File: config.mk
export PLATFORM = sky130hd
export DESIGN_NAME = alu_mc_flat
export DESIGN_NICKNAME = d
export VERILOG_FILES = /design/src/rtl/alu_pkg.sv /design/src/rtl/alu_mc_if.sv /design/src/rtl/mul_iter.sv /design/src/rtl/alu_mc.sv /design/src/flat_wrapper.sv
export SDC_FILE = /design/constraint.sdc
export NUM_CORES = 1
export LEC_CHECK = 0
export CAP_MARGIN = 10
export CORE_MARGIN = 5
export CORE_UTILIZATION = 25
export CTS_BUF_LIST = sky130_fd_sc_hd__clkbuf_8
export DETAILED_ROUTE_END_ITERATION = 6
export SYNTH_ARGS = -nofsm -noshare
export SYNTH_HDL_FRONTEND = slang
export SYNTH_SLANG_ARGS = --single-unit
File: constraint.sdc
create_clock -name clk -period 11.27 [get_ports clk]
set_input_delay 1.127 -clock clk [delete_from_list [all_inputs] [get_ports clk]]
set_output_delay 1.127 -clock clk [all_outputs]
set_load 0.005 [all_outputs]
File: src/rtl/alu_pkg.sv
// Shared ALU types: opcodes, operand sources, flag bit indices, FSM states.
// Imported by the ALU, its interface, the control unit and the benches.
package alu_pkg;

    typedef enum logic [2:0] {
        RA    = 3'd0,
        RB    = 3'd1,
        RADD  = 3'd2,
        RSUB  = 3'd3,
        RMULL = 3'd4,
        RMULH = 3'd5,
        RAND  = 3'd6,
        ROR   = 3'd7
    } func_t;

    typedef enum logic [1:0] {
        REG   = 2'd0,
        SW_LO = 2'd1,
        SW_HI = 2'd2,
        IMM   = 2'd3
    } src_t;

    localparam int FLAG_V = 3;
    localparam int FLAG_N = 2;
    localparam int FLAG_Z = 1;
    localparam int FLAG_C = 0;

    typedef enum logic [1:0] {
        IDLE = 2'd0,
        MUL  = 2'd1,
        FIN  = 2'd2
    } state_t;

endpackage

File: src/rtl/alu_mc_if.sv
// Request/response bundle of the multi-cycle ALU.
// master: start, func, a_sel, b_sel, a_in, b_in, switches, immediate out;
//         busy, done, result, flags in.  slave: the mirror image (the ALU).
interface alu_mc_if #(
    parameter int N     = 8,
    parameter int IMM_W = 8
);
    import alu_pkg::*;

    logic             start;
    func_t            func;
    src_t             a_sel;
    src_t             b_sel;
    logic [N-1:0]     a_in;
    logic [N-1:0]     b_in;
    logic [N:0]       switches;
    logic [IMM_W-1:0] immediate;
    logic             busy;
    logic             done;
    logic [N-1:0]     result;
    logic [3:0]       flags;

    modport master (
        output start, func, a_sel, b_sel, a_in, b_in, switches, immediate,
        input  busy, done, result, flags
    );

    modport slave (
        input  start, func, a_sel, b_sel, a_in, b_in, switches, immediate,
        output busy, done, result, flags
    );

endinterface

File: src/rtl/mul_iter.sv
// Unsigned N x N shift-add multiplier core, one partial product per step.
// Ports: clk, reset, load (latch a_mag/b_mag), step, prod (2N), last.
module mul_iter #(
    parameter int N = 8
) (
    input  logic           clk,
    input  logic           reset,
    input  logic           load,
    input  logic           step,
    input  logic [N-1:0]   a_mag,
    input  logic [N-1:0]   b_mag,
    output logic [2*N-1:0] prod,
    output logic           last
);

    localparam int CW = $clog2(N);

    logic [N-1:0]   mcand;
    logic [2*N-1:0] p;
    logic [CW-1:0]  cnt;
    logic [N:0]     sum;

    // Upper half accumulates; lower half starts as the multiplier and
    // is shifted out one bit per step as product bits shift in.
    assign sum  = {1'b0, p[2*N-1:N]} + (p[0] ? {1'b0, mcand} : '0);
    assign prod = p;
    assign last = (cnt == CW'(N - 1));

    always_ff @(posedge clk) begin
        if (reset) begin
            mcand <= '0;
            p     <= '0;
            cnt   <= '0;
        end else if (load) begin
            mcand <= a_mag;
            p     <= {{N{1'b0}}, b_mag};
            cnt   <= '0;
        end else if (step) begin
            p     <= {sum, p[N-1:1]};
            cnt   <= cnt + CW'(1);
        end
    end

endmodule

File: src/rtl/alu_mc.sv
// Multi-cycle ALU: single-cycle simple ops, N-cycle signed MULL/MULH.
// Ports: clk, reset (sync, active-high), bus (alu_mc_if.slave).
module alu_mc
    import alu_pkg::*;
#(
    parameter int N     = 8,
    parameter int IMM_W = 8
) (
    input  logic    clk,
    input  logic    reset,
    alu_mc_if.slave bus
);

    state_t         state_q;
    state_t         state_d;
    logic [N-1:0]   a_op;
    logic [N-1:0]   b_op;
    logic [N-1:0]   imm_ext;
    logic [N-1:0]   a_mag;
    logic [N-1:0]   b_mag;
    logic [N:0]     add_s;
    logic [N:0]     sub_s;
    logic [2*N-1:0] prod;
    logic [2*N-1:0] p_fin;
    logic           last;
    logic           load;
    logic           step;
    logic           wr_simple;
    logic           wr_mul;
    logic           is_mul;
    logic           sign_q;
    logic           mulh_q;
    logic [N-1:0]   res_d;
    logic [3:0]     flg_d;
    logic           v_d;
    logic           c_d;
    logic [N-1:0]   result_q;
    logic [3:0]     flags_q;
    logic           done_q;

    assign imm_ext = N'($signed(bus.immediate[IMM_W-1:0]));

    always_comb begin
        a_op = bus.a_in;
        b_op = bus.b_in;
        unique case (bus.a_sel)
            SW_LO:   a_op = bus.switches[N-1:0];
            SW_HI:   a_op = {N{bus.switches[N]}};
            default: a_op = bus.a_in;
        endcase
        unique case (bus.b_sel)
            SW_LO:   b_op = bus.switches[N-1:0];
            SW_HI:   b_op = {N{bus.switches[N]}};
            IMM:     b_op = imm_ext;
            default: b_op = bus.b_in;
        endcase
    end

    // -2^(N-1) negates to itself, which read unsigned is the exact magnitude.
    assign a_mag = a_op[N-1] ? -a_op : a_op;
    assign b_mag = b_op[N-1] ? -b_op : b_op;
    assign p_fin = sign_q ? -prod : prod;

    assign add_s = {1'b0, a_op} + {1'b0, b_op};
    assign sub_s = {1'b0, a_op} + {1'b0, ~b_op} + (N + 1)'(1);

    assign is_mul = (bus.func == RMULL) || (bus.func == RMULH);

    mul_iter #(.N(N)) u_mul (
        .clk   (clk),
        .reset (reset),
        .load  (load),
        .step  (step),
        .a_mag (a_mag),
        .b_mag (b_mag),
        .prod  (prod),
        .last  (last)
    );

    always_comb begin
        state_d   = state_q;
        load      = 1'b0;
        step      = 1'b0;
        wr_simple = 1'b0;
        wr_mul    = 1'b0;
        unique case (state_q)
            IDLE: begin
                if (bus.start) begin
                    if (is_mul) begin
                        load    = 1'b1;
                        state_d = MUL;
                    end else begin
                        wr_simple = 1'b1;
                    end
                end
            end
            MUL: begin
                step = 1'b1;
                if (last) state_d = FIN;
            end
            FIN: begin
                wr_mul  = 1'b1;
                state_d = IDLE;
            end
            default: state_d = IDLE;
        endcase
    end

    // In FIN the op is taken from the latched MULH bit, not the live func.
    always_comb begin
        res_d = '0;
        v_d   = 1'b0;
        c_d   = 1'b0;
        if (state_q == FIN) begin
            if (mulh_q) begin
                res_d = p_fin[2*N-1:N];
            end else begin
                res_d = p_fin[N-1:0];
                v_d   = (p_fin[2*N-1:N] != {N{p_fin[N-1]}});
            end
        end else begin
            unique case (bus.func)
                RA:   res_d = a_op;
                RB:   res_d = b_op;
                RADD: begin
                    res_d = add_s[N-1:0];
                    c_d   = add_s[N];
                    v_d   = (a_op[N-1] == b_op[N-1]) &&
                            (add_s[N-1] != a_op[N-1]);
                end
                RSUB: begin
                    res_d = sub_s[N-1:0];
                    c_d   = sub_s[N];
                    v_d   = (a_op[N-1] != b_op[N-1]) &&
                            (sub_s[N-1] != a_op[N-1]);
                end
                RAND: res_d = a_op & b_op;
                ROR:  res_d = a_op | b_op;
                default: res_d = '0;
            endcase
        end
        flg_d         = '0;
        flg_d[FLAG_V] = v_d;
        flg_d[FLAG_N] = res_d[N-1];
        flg_d[FLAG_Z] = (res_d == '0);
        flg_d[FLAG_C] = c_d;
    end

    always_ff @(posedge clk) begin
        if (reset) begin
            state_q  <= IDLE;
            result_q <= '0;
            flags_q  <= '0;
            done_q   <= 1'b0;
            sign_q   <= 1'b0;
            mulh_q   <= 1'b0;
        end else begin
            state_q <= state_d;
            done_q  <= wr_simple | wr_mul;
            if (wr_simple | wr_mul) begin
                result_q <= res_d;
                flags_q  <= flg_d;
            end
            if (load) begin
                sign_q <= a_op[N-1] ^ b_op[N-1];
                mulh_q <= (bus.func == RMULH);
            end
        end
    end

    assign bus.busy   = (state_q != IDLE);
    assign bus.done   = done_q;
    assign bus.result = result_q;
    assign bus.flags  = flags_q;

endmodule

File: src/flat_wrapper.sv
// flat-port wrapper written by rule: the top's interface ports become plain ports
module alu_mc_flat import alu_pkg::*;
#(
    parameter int N     = 8,
    parameter int IMM_W = 8
)
  (clk, reset, bus_start, bus_func, bus_a_sel, bus_b_sel, bus_a_in, bus_b_in, bus_switches, bus_immediate, bus_busy, bus_done, bus_result, bus_flags);
  alu_mc_if #(.N(N), .IMM_W(IMM_W)) bus_i ();
  input  logic clk;
  input  logic reset;
  input wire logic [$bits(bus_i.start)-1:0] bus_start;
  input wire logic [$bits(bus_i.func)-1:0] bus_func;
  input wire logic [$bits(bus_i.a_sel)-1:0] bus_a_sel;
  input wire logic [$bits(bus_i.b_sel)-1:0] bus_b_sel;
  input wire logic [$bits(bus_i.a_in)-1:0] bus_a_in;
  input wire logic [$bits(bus_i.b_in)-1:0] bus_b_in;
  input wire logic [$bits(bus_i.switches)-1:0] bus_switches;
  input wire logic [$bits(bus_i.immediate)-1:0] bus_immediate;
  output wire logic [$bits(bus_i.busy)-1:0] bus_busy;
  output wire logic [$bits(bus_i.done)-1:0] bus_done;
  output wire logic [$bits(bus_i.result)-1:0] bus_result;
  output wire logic [$bits(bus_i.flags)-1:0] bus_flags;
  assign bus_i.start = bus_start;
  assign bus_i.func = bus_func;
  assign bus_i.a_sel = bus_a_sel;
  assign bus_i.b_sel = bus_b_sel;
  assign bus_i.a_in = bus_a_in;
  assign bus_i.b_in = bus_b_in;
  assign bus_i.switches = bus_switches;
  assign bus_i.immediate = bus_immediate;
  assign bus_busy = bus_i.busy;
  assign bus_done = bus_i.done;
  assign bus_result = bus_i.result;
  assign bus_flags = bus_i.flags;
  alu_mc #(.N(N), .IMM_W(IMM_W)) u_core (.clk(clk), .reset(reset), .bus(bus_i));
endmodule
==> results of run 1 <==
## metal layers
| layer | share of wire (%) | routed length (um) | vias to the layer above |
|---|---|---|---|
| li1 | - | - | 2170 |
| met1 | 45 | 5910 | 1994 |
| met2 | 46 | 6060 | 122 |
| met3 | 6.1 | 795 | 20 |
| met4 | 2.7 | 352 | 0 |
| met5 | 0 | 0 | - |
## registers in the layout, indices dropped and copies added, names as in the netlist
register	count
u_core.bus.done	1
u_core.mulh_q	1
u_core.bus.flags	4
u_core.state_q	2
u_core.sign_q	1
u_core.u_mul.mcand	8
u_core.u_mul.cnt	3
u_core.bus.result	7
u_core.u_mul.prod	16
## how the worst max path moves through the flow
stage / startpoint / endpoint / slack [ns] / cells after the start
2_1_floorplan: bus_a_sel[0] / u_core.bus.flags[1] / 6.74 / 16
3_3_place_gp: bus_a_sel[0] / u_core.bus.flags[1] / 6.07 / 15
3_5_place_dp: bus_a_sel[0] / u_core.bus.flags[1] / 5.88 / 15
4_1_cts: bus_a_sel[0] / u_core.bus.flags[1] / 6.20 / 15
5_1_grt: bus_a_sel[0] / u_core.bus.flags[1] / 5.95 / 15
6_report: bus_a_sel[0] / u_core.bus.flags[1] / 6.22 / 15
## metrics by stage
step | setup WS (ns) | power, mW
after floorplan | 6.74 | 0.320
after global placement | 6.07 | 0.387
after detailed placement | 5.88 | 0.387
after CTS | 6.20 | 0.485
after global routing | 5.95 | 0.515
final | 6.22 | 0.483
## synthesized netlist by cell type (8+ instances only)
cell type  instances
inv_1             36
a211oi_1          11
xor2_1             9
a21oi_1           46
ha_1              39
nor3_1            17
mux4_2             8
o31ai_1            8
and2_1            10
o21ai_0           27
nor2_1            58
a311oi_1           9
nand3_1           16
nand2_1           72
xnor2_1           26
dfxtp_1           43
clkbuf_1          30
nand2b_1          13
## critical path: stages
cell and delay, ns:
clkdlybuf4s50_1 0.48, inv_1 0.05, ha_1 0.46, o21ai_0 0.57, inv_1 0.20, ha_1 0.27
inv_1 0.07, fa_1 0.40, a21oi_1 0.14, o211ai_1 0.09, a221oi_1 0.25, a21oi_1 0.11
a221o_1 0.34, or4b_1 0.50, o41ai_2 0.20
## kinds of logic (layout without fill, tap and decap cells)
group	after synthesis	count (layout)	synth area share, %
AO/OA/AOI/OAI	156	156	24.2
XOR/XNOR	35	35	6.97
adder cells (fa/ha/maj)	42	42	12.5
buffers and inverters	76	107	6.63
flip-flops	43	43	19.6
multiplexers	15	15	5.72
AND/OR/NAND/NOR	226	226	24.4
## power by group
part / switching [mW] / total [mW] / internal [mW]
combinational: 0.123 / 0.217 / 0.0941
clock: 0.0555 / 0.0980 / 0.0425
sequential: 0.00871 / 0.168 / 0.159
total: 0.187 / 0.483 / 0.296
## final cells by class
type	instances	area [um^2]	area share, %
Clock buffer	5	68.8	1.32
Sequential cell	43	861	16.5
Clock inverter	3	16.3	0.312
Timing Repair Buffer	62	606	11.6
Inverter	37	139	2.66
Tap cell	225	282	5.40
Multi-Input combinational cell	474	3240	62.2
==> metrics, run 1 <==
IO Pins 57; Clk Latency, worst-skew pair 0.31 ns; Mapped Nets 678; Critical Path AT 5.27 ns; largest net degree at the start of global routing 35; Die Area 20300 um^2; Post-DRT Antenna Nets 0; Synth area leader dfxtp_1; area post-placement 5130 um^2; fin nets 708; Reg2Reg Depth 10; first-pass GRT wire length 21.4 mm; Pwr Density 92.5 nW/um^2; # Post-CTS Setup Buffers 0; routed vias 4306; Worst Setup Start Kind input pin; Critical Path RT 11.49 ns; most frequent cells in the layout nand2_1 (72), nor2_1 (58), clkdlybuf4s50_1 (56), a21oi_1 (46), dfxtp_1 (43); DRC 0; period utilization 44.8%; cts bufs inserted 5; library cells used by synthesis 62; VDD IR-drop max 39.8 uV; final hold slack 0.455 ns; reg-to-reg endpoint u_core.bus.flags[1]; Reg2Reg Setup Slack 8.08 ns; DR pass1 iterations 5; met2 Track Usage GR 21.3%; outcome completed; Final Instance Area 5220 um^2; vias in the first global route 4083; Starting DRT DRC Count 314; Buffers on Ports 56; Finish-stage setup viols 0; Clock Skew 0.0120 ns; crit path max fanout 16; worst hold path type flop to flop; number of max-cap violations 0; WHS Endpoint u_core.u_mul.mcand[0]; final WL 13.1 mm; Syn Inst Count 593; GR Util All Layers 13.0%; H-tree depth 2; Fin Setup TNS 0 ns; total grt overflow 0; Area Overhead vs Synth 18.6%; Post-synth EDFFs 0; fin. max-slew vios 0; placer congestion estimate 0.938; grt peak-use layer met2; vias per inst 5.07; n_diodes 0; relative slew slack 23.3%; Fmax 198 MHz; CTS Hold Buffers Added 0; Syn. warnings 0; Hold Path Cell Cnt 2; grt met1 use 16.9%; average size of a mapped cell 7.41 um^2; Die Y 143 um; post-DP HPWL 10.3 mm; initial core utilization 25.4%; met3 usage in global routing 2.41%; layout cell share with drive strength beyond 1 5.13%; per-cell routed wire length 15.5 um; Max clock buf depth 2; Final Instance Count excl. Fillers 849; leak pwr 2.01 nW; antenna violations before repair 0; CP endpoint kind flop; clock root buffer clkbuf_8; fill count 1906; largest cells by area after synthesis dfxtp_1 (20%), ha_1 (11%), nand2_1 (6.1%); Seq/Total Area, Yosys 19.6%; #FFs+latches synth 43; commonest non-fill, non-tap cell in the layout nand2_1; core area 17300 um^2; Sink Count 43; post-CTS resize count 0; chip width 143 um; fin crit period 5.05 ns; CP Class input pin to flop; Top FF cell, synth dfxtp_1; CTS tree built; ys async rst share 0%; R2R Path Start u_core.u_mul.prod[0]; Placed Instances 841; top cell type's share of synthesized area 19.6%; placement row count 48; Least-Margin Pin Slew 1.15 ns; mapped cell area 4400 um^2; RSZ-0062 raised after global routing no; CTS clk-pin slew, worst paths 0.09 ns; final core utilization 30.2%; Hold Crit Start u_core.u_mul.mcand[0]; Hold Fails Final Rpt 0
(Power assumes the default switching activity.)
==> inputs of run 2 (changes only) <==
- clock period: 11.27 -> 4.6 ns (I/O delays scaled with it)
==> run 2 against run 1 <==
  * Hold slack better by 0.0074 ns
  * Critical path type unchanged
  * Routed wire length is 2.3% higher
  * Non-clock buffer count is 9 higher
  * Register-to-register slack worse by 6.7 ns
  * Clock skew is 0.0059 ns lower
  * Sequential power is 150% higher
  * Die area stayed put
  * First-iteration DRC count is 6.7% lower
  * Global-route usage is 0.33 points higher
  * Flip-flop and latch count stayed put
  * Cell area is 2.0% higher
==> metrics, run 2 (same netlist as run 1, synthesis figures left out) <==
cts bufs inserted 5 (unchanged); Cell Chain, Critical Path clkdlybuf4s50_1, inv_1, ha_1, and2_1, a21oi_1, o21ai_0, inv_1, ha_1, inv_1, fa_1, a21oi_1, o211ai_1, a221oi_1, a21oi_1, a221o_1, or4b_1, o41ai_2; Seq pwr share 32.5% (-2.3 points); Area Overhead vs Synth 21.0%; placement row count 48 (unchanged); Clk Latency, worst-skew pair 0.30 ns (about the same); Clock Power Share 24.5% (+4.2 points); vias per inst 5.10 (+0.61%); total grt overflow 0 (unchanged); fin. max-slew vios 0 (unchanged); per-cell routed wire length 15.6 um (+1.3%); IO Pins 57 (unchanged); Fin Setup TNS 0 ns (unchanged); setup ws final 0.415 ns (-5.80 ns); CTS Hold Buffers Added 0 (unchanged); number of max-cap violations 0 (unchanged); Die Y 143 um (unchanged); R2R Path Start u_core.u_mul.prod[0]; relative slew slack 40.1% (+17 points); Least-Margin Pin Slew 0.897 ns (-0.250 ns); Hold Fails Final Rpt 0 (unchanged); placer congestion estimate 0.905 (-3.5%); Finish-stage setup viols 0 (unchanged); RSZ-0062 raised after global routing no; antenna violations before repair 0 (unchanged); internal power 0.804 mW (+170%); WHS Endpoint u_core.u_mul.cnt[1]; Reg2Reg Setup Slack 1.41 ns (-6.67 ns); DR pass1 iterations 5 (unchanged); Clock Skew 0.00612 ns (-0.00592 ns); final WL 13.4 mm (+2.3%); GR Util All Layers 13.3% (+0.33 points); Hold Path Cell Cnt 2 (unchanged); post-CTS resize count 0 (unchanged); Final Instance Area 5320 um^2 (+2.0%); CP peak stage delay 0.52 ns (-0.05 ns); Final Total Pwr 1.27 mW (+160%); post-DP HPWL 10.5 mm (+1.8%); combinational power share 42.9% (-2.0 points); CTS tree built; Critical Path RT 4.81 ns (-6.68 ns); core area 17300 um^2 (unchanged); initial core utilization 25.4% (unchanged); clock root buffer clkbuf_8; fin nets 717 (+1.3%); most frequent cells in the layout nand2_1 (72), nor2_1 (58), clkdlybuf4s50_1 (56), a21oi_1 (46), dfxtp_1 (43); Placed Instances 849 (+0.95%); max reg flops 16 (unchanged); DRC 0 (unchanged); routed vias 4378 (+1.7%); vias in the first global route 4170 (+2.1%); sw frac 36.5% (-2.2 points); slowest CP cell or4b_1; Fmax 239 MHz; largest delay contributor family on the critical path compound AO/OA/AOI/OAI gates; CP Class input pin to flop; Critical Path AT 4.39 ns (-0.88 ns); layout cell share with drive strength beyond 1 6.64% (+1.5 points); Hold Crit Start u_core.u_mul.cnt[1]; leak pwr 2.07 nW (+3.0%); crit path max fanout 6 (-10); Die Area 20300 um^2 (unchanged); CTS clk-pin slew, worst paths 0.09 ns (about the same); DP Worst Slack 0.126 ns (-5.76 ns); largest net degree at the start of global routing 35 (unchanged); worst hold path type flop to flop; Bufs and invs on worst path 4 (unchanged); Post-DRT Antenna Nets 0 (unchanged); chip width 143 um (unchanged); first-pass GRT wire length 22.0 mm (+3.0%); commonest non-fill, non-tap cell in the layout nand2_1; Psw 0.462 mW (+150%); Worst Setup Start Kind input pin; reg-to-reg endpoint u_core.bus.flags[3]; period utilization 91.0%; Sink Count 43 (unchanged); n_diodes 0 (unchanged); Final Instance Count excl. Fillers 858 (+1.1%); CP endpoint kind flop; Starting DRT DRC Count 293 (-6.7%); # Post-CTS Setup Buffers 0 (unchanged); Buffers on Ports 56 (unchanged); Pwr Density 238 nW/um^2 (+160%); fin crit period 4.19 ns; area post-placement 5190 um^2 (+1.2%); H-tree depth 2 (unchanged); VDD IR-drop max 114 uV (+190%); outcome completed; Max clock buf depth 2 (unchanged); Reg2Reg Depth 9 (-1)
[run 2: cell count changes in the layout (fill, tap and decap cells not counted)]
cell	before	now
buf_4	6	14
buf_6	0	1
bufinv_16	0	1
clkbuf_8	5	6
clkinvlp_4	1	0
inv_1	37	36
[run 2: routing by layer]
layer  vias to the layer above  wire, um  GRT usage, %
met3                        33       785          2.68
met2                       151      6020          20.7
li1                       2194         -             -
met1                      2000      6060          17.6
met4                         0       559          6.10
met5                         -         0             0
[run 2: stage by stage]
step	utilization, %	hold WS, ns
detailed placement	30.0	0.453
CTS	30.7	0.465
floorplan	-	0.432
global placement	30.0	0.446
finish	30.8	0.463
global route	30.8	0.484
[run 2: area by class of cell]
type / count / area [um^2]
fillers: 1874 / 12000
inverters: 37 / 139
repair buffers: 71 / 677
clock buffers: 6 / 82.6
flip-flops and latches: 43 / 861
clock inverters: 2 / 35.0
well taps: 225 / 282
multi-input cells: 474 / 3240
[run 2: worst max-delay path by stage]
stage / from / to / depth (start not counted)
after floorplan: bus_a_sel[0] / u_core.bus.flags[1] / 16
after global placement: bus_a_sel[0] / u_core.bus.flags[1] / 17
after detailed placement: bus_a_sel[0] / u_core.bus.flags[1] / 17
after CTS: bus_a_sel[0] / u_core.bus.flags[1] / 17
after global routing: bus_a_sel[0] / u_core.bus.flags[1] / 17
final: bus_a_sel[0] / u_core.bus.flags[1] / 17
[run 2: worst min-delay path: cells and delay by family (launching register included)]
| kind | cells | cell delay (ns) |
|---|---|---|
| DFF | 1 | 0.32 |
| AOI/OAI and AO/OA | 1 | 0.05 |
| and+or+nand+nor | 1 | 0.05 |
[run 2: power by group through the flow]
stage | logic (mW) | registers, mW | clock network [mW]
floorplan | 0.372 | 0.412 | 0
global placement | 0.535 | 0.420 | 0
detailed placement | 0.533 | 0.421 | 0
CTS | 0.537 | 0.412 | 0.317
global route | 0.601 | 0.415 | 0.336
finish | 0.544 | 0.412 | 0.311
==> inputs of run 3 (changes only) <==
- ABC_AREA: not set -> 0
==> results of run 3 <==
Final layout, timing and power as in run 2 (identical DEF).
